$ cat config.mk
export PLATFORM = sky130hd
export DESIGN_NAME = gemm_engine_flat
export DESIGN_NICKNAME = d
export VERILOG_FILES = /design/src/rtl/gemm_pkg.sv /design/src/rtl/gemm_engine_if.sv /design/src/rtl/gemm_mac.sv /design/src/rtl/gemm_engine.sv /design/src/flat_wrapper.sv
export SDC_FILE = /design/constraint.sdc
export NUM_CORES = 1
export LEC_CHECK = 0
export CAP_MARGIN = 20
export CORE_AREA = 3 3 196 198
export DETAILED_ROUTE_END_ITERATION = 10
export DIE_AREA = 0 0 199 201
export GPL_ROUTABILITY_DRIVEN = 0
export GPL_TIMING_DRIVEN = 1
export PLACE_DENSITY = 0.72
export SYNTH_ARGS = -nofsm -noshare
export SYNTH_HDL_FRONTEND = slang
export SYNTH_HIERARCHICAL = 1
export SYNTH_SLANG_ARGS = --single-unit
$ cat constraint.sdc
create_clock -name clk -period 8.14 [get_ports clk]
set_input_delay 2.442 -clock clk [delete_from_list [all_inputs] [get_ports clk]]
set_output_delay 2.442 -clock clk [all_outputs]
set_load 0.02 [all_outputs]
$ cat src/rtl/gemm_pkg.sv
// gemm_pkg -- shared definitions for the GEMM engine.
//   state_t      : FSM state encoding (IDLE, RUN)
//   DEF_N        : default matrix dimension
//   DEF_IN_W     : default operand element width
//   DEF_ACC_W    : default accumulator / result element width
package gemm_pkg;

  typedef enum logic {
    IDLE = 1'b0,
    RUN  = 1'b1
  } state_t;

  localparam int DEF_N     = 2;
  localparam int DEF_IN_W  = 8;
  localparam int DEF_ACC_W = 32;

endpackage

$ cat src/rtl/gemm_engine_if.sv
// gemm_engine_if -- request/result bundle of the GEMM engine.
//   start  : operation request (master -> slave)
//   sgn    : 1 = signed operands, 0 = unsigned (master -> slave)
//   a_mat  : matrix A, row-major, N*N*IN_W bits (master -> slave)
//   b_mat  : matrix B, same packing (master -> slave)
//   busy   : operation in progress (slave -> master)
//   done   : one-cycle completion pulse (slave -> master)
//   ovf    : sticky accumulation overflow (slave -> master)
//   c_mat  : result C = A x B, N*N*ACC_W bits (slave -> master)
interface gemm_engine_if #(
  parameter int N     = 2,
  parameter int IN_W  = 8,
  parameter int ACC_W = 32
);
  logic                    start;
  logic                    sgn;
  logic [N*N*IN_W-1:0]     a_mat;
  logic [N*N*IN_W-1:0]     b_mat;
  logic                    busy;
  logic                    done;
  logic                    ovf;
  logic [N*N*ACC_W-1:0]    c_mat;

  modport master (
    output start, sgn, a_mat, b_mat,
    input  busy, done, ovf, c_mat
  );

  modport slave (
    input  start, sgn, a_mat, b_mat,
    output busy, done, ovf, c_mat
  );
endinterface

$ cat src/rtl/gemm_mac.sv
// gemm_mac -- combinational multiply-accumulate step.
//   sgn_i  : 1 = signed two's-complement operands / accumulator
//   a_i    : operand A element
//   b_i    : operand B element
//   acc_i  : current accumulator
//   sum_o  : acc_i + a_i*b_i (wrapped, or clamped when GEMM_SAT_EN)
//   ovf_o  : the accumulation left the representable range
// Build option: define GEMM_SAT_EN to clamp overflowing sums.
module gemm_mac import gemm_pkg::*; #(
  parameter int IN_W  = DEF_IN_W,
  parameter int ACC_W = DEF_ACC_W
) (
  input  logic             sgn_i,
  input  logic [IN_W-1:0]  a_i,
  input  logic [IN_W-1:0]  b_i,
  input  logic [ACC_W-1:0] acc_i,
  output logic [ACC_W-1:0] sum_o,
  output logic             ovf_o
);

  logic [ACC_W-1:0] a_x;
  logic [ACC_W-1:0] b_x;
  logic [ACC_W-1:0] prod;
  logic [ACC_W:0]   sum_x;

  // Operands are extended straight to ACC_W. The exact product always fits
  // in 2*IN_W bits, so the low ACC_W bits of this product equal the 2*IN_W
  // product sign/zero-extended to ACC_W.
  assign a_x  = {{(ACC_W-IN_W){sgn_i & a_i[IN_W-1]}}, a_i};
  assign b_x  = {{(ACC_W-IN_W){sgn_i & b_i[IN_W-1]}}, b_i};
  assign prod = a_x * b_x;

  // One guard bit: exact signed sum in signed mode, carry out in unsigned.
  assign sum_x = {sgn_i & acc_i[ACC_W-1], acc_i} + {sgn_i & prod[ACC_W-1], prod};
  assign ovf_o = sgn_i ? (sum_x[ACC_W] ^ sum_x[ACC_W-1]) : sum_x[ACC_W];

`ifdef GEMM_SAT_EN
  // Signed overflow needs both addends of the same sign, so the product's
  // sign tells which rail to clamp to.
  always_comb begin
    sum_o = sum_x[ACC_W-1:0];
    if (ovf_o) begin
      if (!sgn_i) begin
        sum_o = '1;
      end else if (prod[ACC_W-1]) begin
        sum_o = {1'b1, {(ACC_W-1){1'b0}}};
      end else begin
        sum_o = {1'b0, {(ACC_W-1){1'b1}}};
      end
    end
  end
`else
  assign sum_o = sum_x[ACC_W-1:0];
`endif

endmodule

$ cat src/rtl/gemm_engine.sv
// gemm_engine -- sequential NxN matrix multiplier, one MAC per cycle.
//   clk    : clock, rising edge
//   rst_n  : asynchronous active-low reset
//   bus    : gemm_engine_if.slave (start, sgn, a_mat, b_mat in;
//            busy, done, ovf, c_mat out)
// Operands are latched on an accepted start; the run takes N^3 cycles,
// iterating k innermost, then j, then i. Build option GEMM_SAT_EN makes
// overflowing accumulations saturate instead of wrap.
module gemm_engine import gemm_pkg::*; #(
  parameter int N     = DEF_N,
  parameter int IN_W  = DEF_IN_W,
  parameter int ACC_W = DEF_ACC_W
) (
  input  logic         clk,
  input  logic         rst_n,
  gemm_engine_if.slave bus
);

  localparam int            IW   = (N > 1) ? $clog2(N) : 1;
  localparam logic [IW-1:0] LAST = IW'(N - 1);

  state_t state_q, state_d;

  logic [IN_W-1:0]  a_in [N][N];
  logic [IN_W-1:0]  b_in [N][N];
  logic [IN_W-1:0]  a_q  [N][N];
  logic [IN_W-1:0]  b_q  [N][N];
  logic [ACC_W-1:0] c_q  [N][N];
  logic [N*N*ACC_W-1:0] c_flat;

  logic             sgn_q;
  logic [IW-1:0]    i_q, j_q, k_q;
  logic [ACC_W-1:0] acc_q;
  logic             ovf_q;
  logic             done_q;

  logic [ACC_W-1:0] mac_sum;
  logic             mac_ovf;
  logic             accept;
  logic             last_k;
  logic             last_mac;

  // Unpack the row-major operand buses into 2-D arrays.
  for (genvar gi = 0; gi < N; gi++) begin : g_row
    for (genvar gj = 0; gj < N; gj++) begin : g_col
      assign a_in[gi][gj] = bus.a_mat[(gi*N+gj)*IN_W +: IN_W];
      assign b_in[gi][gj] = bus.b_mat[(gi*N+gj)*IN_W +: IN_W];
    end
  end

  assign accept   = (state_q == IDLE) && bus.start;
  assign last_k   = (k_q == LAST);
  assign last_mac = last_k && (j_q == LAST) && (i_q == LAST);

  gemm_mac #(
    .IN_W  (IN_W),
    .ACC_W (ACC_W)
  ) u_mac (
    .sgn_i (sgn_q),
    .a_i   (a_q[i_q][k_q]),
    .b_i   (b_q[k_q][j_q]),
    .acc_i (acc_q),
    .sum_o (mac_sum),
    .ovf_o (mac_ovf)
  );

  always_comb begin
    state_d = state_q;
    case (state_q)
      IDLE:    if (bus.start) state_d = RUN;
      RUN:     if (last_mac)  state_d = IDLE;
      default: state_d = IDLE;
    endcase
  end

  always_ff @(posedge clk or negedge rst_n) begin
    if (!rst_n) begin
      state_q <= IDLE;
      a_q     <= '{default: '0};
      b_q     <= '{default: '0};
      c_q     <= '{default: '0};
      sgn_q   <= 1'b0;
      i_q     <= '0;
      j_q     <= '0;
      k_q     <= '0;
      acc_q   <= '0;
      ovf_q   <= 1'b0;
      done_q  <= 1'b0;
    end else begin
      state_q <= state_d;
      done_q  <= 1'b0;
      if (accept) begin
        a_q   <= a_in;
        b_q   <= b_in;
        sgn_q <= bus.sgn;
        i_q   <= '0;
        j_q   <= '0;
        k_q   <= '0;
        acc_q <= '0;
        ovf_q <= 1'b0;
      end else if (state_q == RUN) begin
        if (mac_ovf) ovf_q <= 1'b1;
        if (last_k) begin
          // Dot product complete: publish it and restart the accumulator.
          c_q[i_q][j_q] <= mac_sum;
          acc_q         <= '0;
          k_q           <= '0;
          if (j_q == LAST) begin
            j_q <= '0;
            i_q <= (i_q == LAST) ? '0 : i_q + 1'b1;
          end else begin
            j_q <= j_q + 1'b1;
          end
        end else begin
          acc_q <= mac_sum;
          k_q   <= k_q + 1'b1;
        end
        if (last_mac) done_q <= 1'b1;
      end
    end
  end

  always_comb begin
    c_flat = '0;
    for (int r = 0; r < N; r++) begin
      for (int c = 0; c < N; c++) begin
        c_flat[(r*N+c)*ACC_W +: ACC_W] = c_q[r][c];
      end
    end
  end

  assign bus.busy  = (state_q == RUN);
  assign bus.done  = done_q;
  assign bus.ovf   = ovf_q;
  assign bus.c_mat = c_flat;

endmodule

$ cat src/flat_wrapper.sv
// flat-port wrapper written by rule: the top's interface ports become plain ports
module gemm_engine_flat import gemm_pkg::*;
#(
  parameter int N     = DEF_N,
  parameter int IN_W  = DEF_IN_W,
  parameter int ACC_W = DEF_ACC_W
)
  (clk, rst_n, bus_start, bus_sgn, bus_a_mat, bus_b_mat, bus_busy, bus_done, bus_ovf, bus_c_mat);
  gemm_engine_if #(.N(N), .IN_W(IN_W), .ACC_W(ACC_W)) bus_i ();
  input  logic clk;
  input  logic rst_n;
  input wire logic [$bits(bus_i.start)-1:0] bus_start;
  input wire logic [$bits(bus_i.sgn)-1:0] bus_sgn;
  input wire logic [$bits(bus_i.a_mat)-1:0] bus_a_mat;
  input wire logic [$bits(bus_i.b_mat)-1:0] bus_b_mat;
  output wire logic [$bits(bus_i.busy)-1:0] bus_busy;
  output wire logic [$bits(bus_i.done)-1:0] bus_done;
  output wire logic [$bits(bus_i.ovf)-1:0] bus_ovf;
  output wire logic [$bits(bus_i.c_mat)-1:0] bus_c_mat;
  assign bus_i.start = bus_start;
  assign bus_i.sgn = bus_sgn;
  assign bus_i.a_mat = bus_a_mat;
  assign bus_i.b_mat = bus_b_mat;
  assign bus_busy = bus_i.busy;
  assign bus_done = bus_i.done;
  assign bus_ovf = bus_i.ovf;
  assign bus_c_mat = bus_i.c_mat;
  gemm_engine #(.N(N), .IN_W(IN_W), .ACC_W(ACC_W)) u_core (.clk(clk), .rst_n(rst_n), .bus(bus_i));
endmodule
==> metrics.csv <==
stage;metric;value;unit
global_route;first_global_vias;9799;
critical_path;critical_path.max_fanout;6;
synthesis;synth-edff-count;0;
layout;antenna-diode-count;0;
floorplan;start_util;37.0;%
detailed_routing;detail_route.wirelength.met1;13600;um
layout;finish.instance_area;17700;um2
floorplan;rows;70;
critical_path;setup.reg_to_reg.worst_slack;0.22;ns
placed_design;place_hpwl;23600;um
sta;slew_headroom;38.1;%
clock_network;clock_buffer_count_from_cts;26;
critical_path;slowest_stage;mux4_2;
global_route;antenna_violations_before_repair;1;
global_route;grt.overflow.total;0;
layout;layout-drive-gt1-share;27.4;%
run;timing.max_cap.violations;0;
floorplan;die_w;199;um
run_status;run_status;complete, no violations;
detailed_routing;dr_wl_met3;1660;um
synthesis;synthesis.instances;1083;
detailed_routing;dr_wl_met2;16600;um
sta;finalWorstPathRequiredPeriod;7.92;ns
detailed_routing;drt_first_pass_iters;4;
critical_path;ff2ff_path_depth;33;
hold_path;cell_depth_of_the_worst_min_delay_path;1;
global_route;track_usage;16.3;%
clock_network;path_clk_slew;0.06;ns
sta;worst_margin_slew;0.929;ns
floorplan;design.die.area;40000;um2
clock_network;tritoncts;yes;
detailed_routing;initialDrtViolationCount;450;
sta;report.final.slew_viol_count;0;
critical_path;critPathCaptureType;flip-flop;
critical_path;startpoint_type;flip-flop;
detailed_routing;drcViolationCount;0;
clock_network;cts_root_buf;clkbuf_16;
sta;fin_worst_hold_slack;0.485;ns
synthesis;yosys_register_bits;231;
floorplan;die_h;201;um
synthesis;dominantRegCellSynth;dfrtp_1;
synthesis;seq_area_frac_synth;42.6;%
global_route;wire_length_of_the_first_global_routing_pass;52700;um
sta;final-hold-violation-count;0;
critical_path;timing.setup.critical_path_class;flip-flop to flip-flop;
detailed_routing;wl_per_cell;17.9;um
detailed_routing;top_signal_layer_used;met5;
layout;num-nets-final;1538;
layout;post_layout_util;48.2;%
floorplan;core_area;36700;um2
synthesis;yosys.cell_types.count;61;
sta;fmaxAchievable;0.126;GHz
clock_network;clkLatencyLatePin;0.55;ns
global_route;largest_net_degree_at_the_start_of_global_routing;167;
floorplan;ios;199;
clock_network;cts_sinks;231;
critical_path;required_time_of_the_worst_setup_path;8.62;ns
critical_path;most_common_cell_type_on_the_critical_path;inv_1;
synthesis;post_synth_instance_area;13600;um2
placed_design;io_buffer_count;198;
hold_path;holdCritPathClass;flip-flop to flip-flop;
synthesis;synthesis.yosys.warnings;6;
layout;layout.cells.most_common;dfrtp_1;
sta;finalCritPeriodShare;97.3;%
detailed_routing;route.final.wire_length;32600;um
layout;commonest_cells_after_routing_fill_and_taps_aside;dfrtp_1 (230), clkdlybuf4s50_1 (197), mux2_2 (179), inv_1 (100), fa_1 (67);
critical_path;worst_path_largest_cell_delay;0.59;ns
synthesis;syn-mean-instance-area;12.5;um2
clock_network;h_tree_level_count;1;
synthesis;synth_fp_nets;1292;
detailed_routing;routed-via-count;9207;
sta;worst_skew;0.0127;ns
placed_design;placed_cell_area;16300;um2
detailed_routing;routed_via_density;5.07;
layout;area_delta_synth_final;30.3;%
clock_network;cts_buffer_depth;3;
sta;finalSetupViolations;0;
detailed_routing;ant_nets;0;
critical_path;worst_ep_arrival_time;8.40;ns
synthesis;synthArstFlopShare;100;%
-- registers in the layout, summed over array words and instances (netlist names) --
signal            flops
u_core/bus.done       1
u_core/bus.ovf        1
u_core/j_q            1
u_core/acc_q         32
u_core/bus.busy       1
u_core/bus.c_mat    128
u_core/sgn_q          1
u_core/a_q           32
u_core/b_q           32
u_core/k_q            1
u_core/i_q            1
-- timing repair --
action                                  CTS  global route
endpoints found under the setup margin   13            46
hold buffers                              0             0
pin swaps                                 1            28
gates resized for setup                   2            62
setup buffers                             0            22
-- final cells by class --
class | count | area [um2]
fillers | 3190 | 19000
clock buffers | 35 | 734
multi-input cells | 703 | 7450
repair buffers | 265 | 2570
flip-flops and latches | 231 | 5780
clock inverters | 13 | 170
inverters | 102 | 383
well taps | 468 | 586
-- critical path: cells and delay by family, from the launching register on --
family                   cells  cell delay (ns)
adder cells (fa/ha/maj)      8             2.71
AO/OA/AOI/OAI                8             1.73
buffers and inverters        9             1.00
multiplexers                 2             0.86
XOR/XNOR                     2             0.68
AND/OR/NAND/NOR              4             0.45
flip-flops                   1             0.43
-- per-stage QoR --
| step | TNS (ns) | std cells | setup slack, ns |
|---|---|---|---|
| 6_report | 0 | 1817 | 0.218 |
| 4_1_cts | 0 | 1795 | 0.0174 |
| 5_1_grt | -0.423 | 1817 | -0.0486 |
| 3_3_place_gp | 0 | 1747 | 0.0504 |
| 2_1_floorplan | 0 | 1083 | 0.0264 |
| 3_5_place_dp | -0.121 | 1747 | -0.0574 |
-- worst paths after layout --
| kind | from | endpoint |
|---|---|---|
| worst max-delay path | u_core/k_q$_DFFE_PN0P_ | u_core/bus.c_mat[92]$_DFFE_PN0P_ |
| worst min-delay path | u_core/bus.c_mat[5]$_DFFE_PN0P_ | u_core/bus.c_mat[5]$_DFFE_PN0P_ |
| worst max register to register | u_core/k_q$_DFFE_PN0P_ | u_core/bus.c_mat[92]$_DFFE_PN0P_ |
| worst min register to register | u_core/bus.c_mat[5]$_DFFE_PN0P_ | u_core/bus.c_mat[5]$_DFFE_PN0P_ |
| max in group asynchronous | rst_n | u_core/bus.c_mat[5]$_DFFE_PN0P_ |
| min in group asynchronous | rst_n | u_core/b_q[2]$_DFFE_PN0P_ |
-- layer usage --
layer / vias to the layer above / track usage (%)
li1: 4232 / -
met4: 2 / 3.69
met3: 54 / 3.76
met1: 4739 / 20.9
met2: 180 / 28.1
met5: - / 0
-- kinds of logic (layout without fill, tap and decap cells) --
logic type,after synthesis,count (layout),share of synthesized area (%)
AO/OA/AOI/OAI,145,145,7.87
XOR/XNOR,47,47,3.03
adder cells (fa/ha/maj),141,141,16.9
buffers and inverters,149,415,4.70
flip-flops,231,231,42.6
multiplexers,211,211,18.8
AND/OR/NAND/NOR,159,159,6.01
-- cell usage after synthesis, types with 4 or more instances --
cell,number,area (um2)
a211oi_1,5,37.5
a21o_1,16,120
a21oi_1,29,145
a22o_1,32,280
and2_1,34,213
and3_1,7,43.8
buf_2,18,90.1
buf_4,9,67.6
clkbuf_1,17,63.8
dfrtp_1,231,5780
fa_1,71,1420
ha_1,70,876
inv_1,102,383
mux2_1,11,124
mux2_2,182,2050
mux4_2,16,360
nand2_1,54,203
nand2b_1,4,25.0
nand3_1,6,30.0
nor2_1,29,109
nor2b_1,8,50.1
nor3_1,4,20.0
o21a_1,7,52.6
o21ai_0,15,75.1
o21bai_1,9,67.6
xnor2_1,38,333
xor2_1,9,78.8
Power is not shown: default switching activity piles up to over one toggle a cycle in this logic, so the estimate is an artifact.
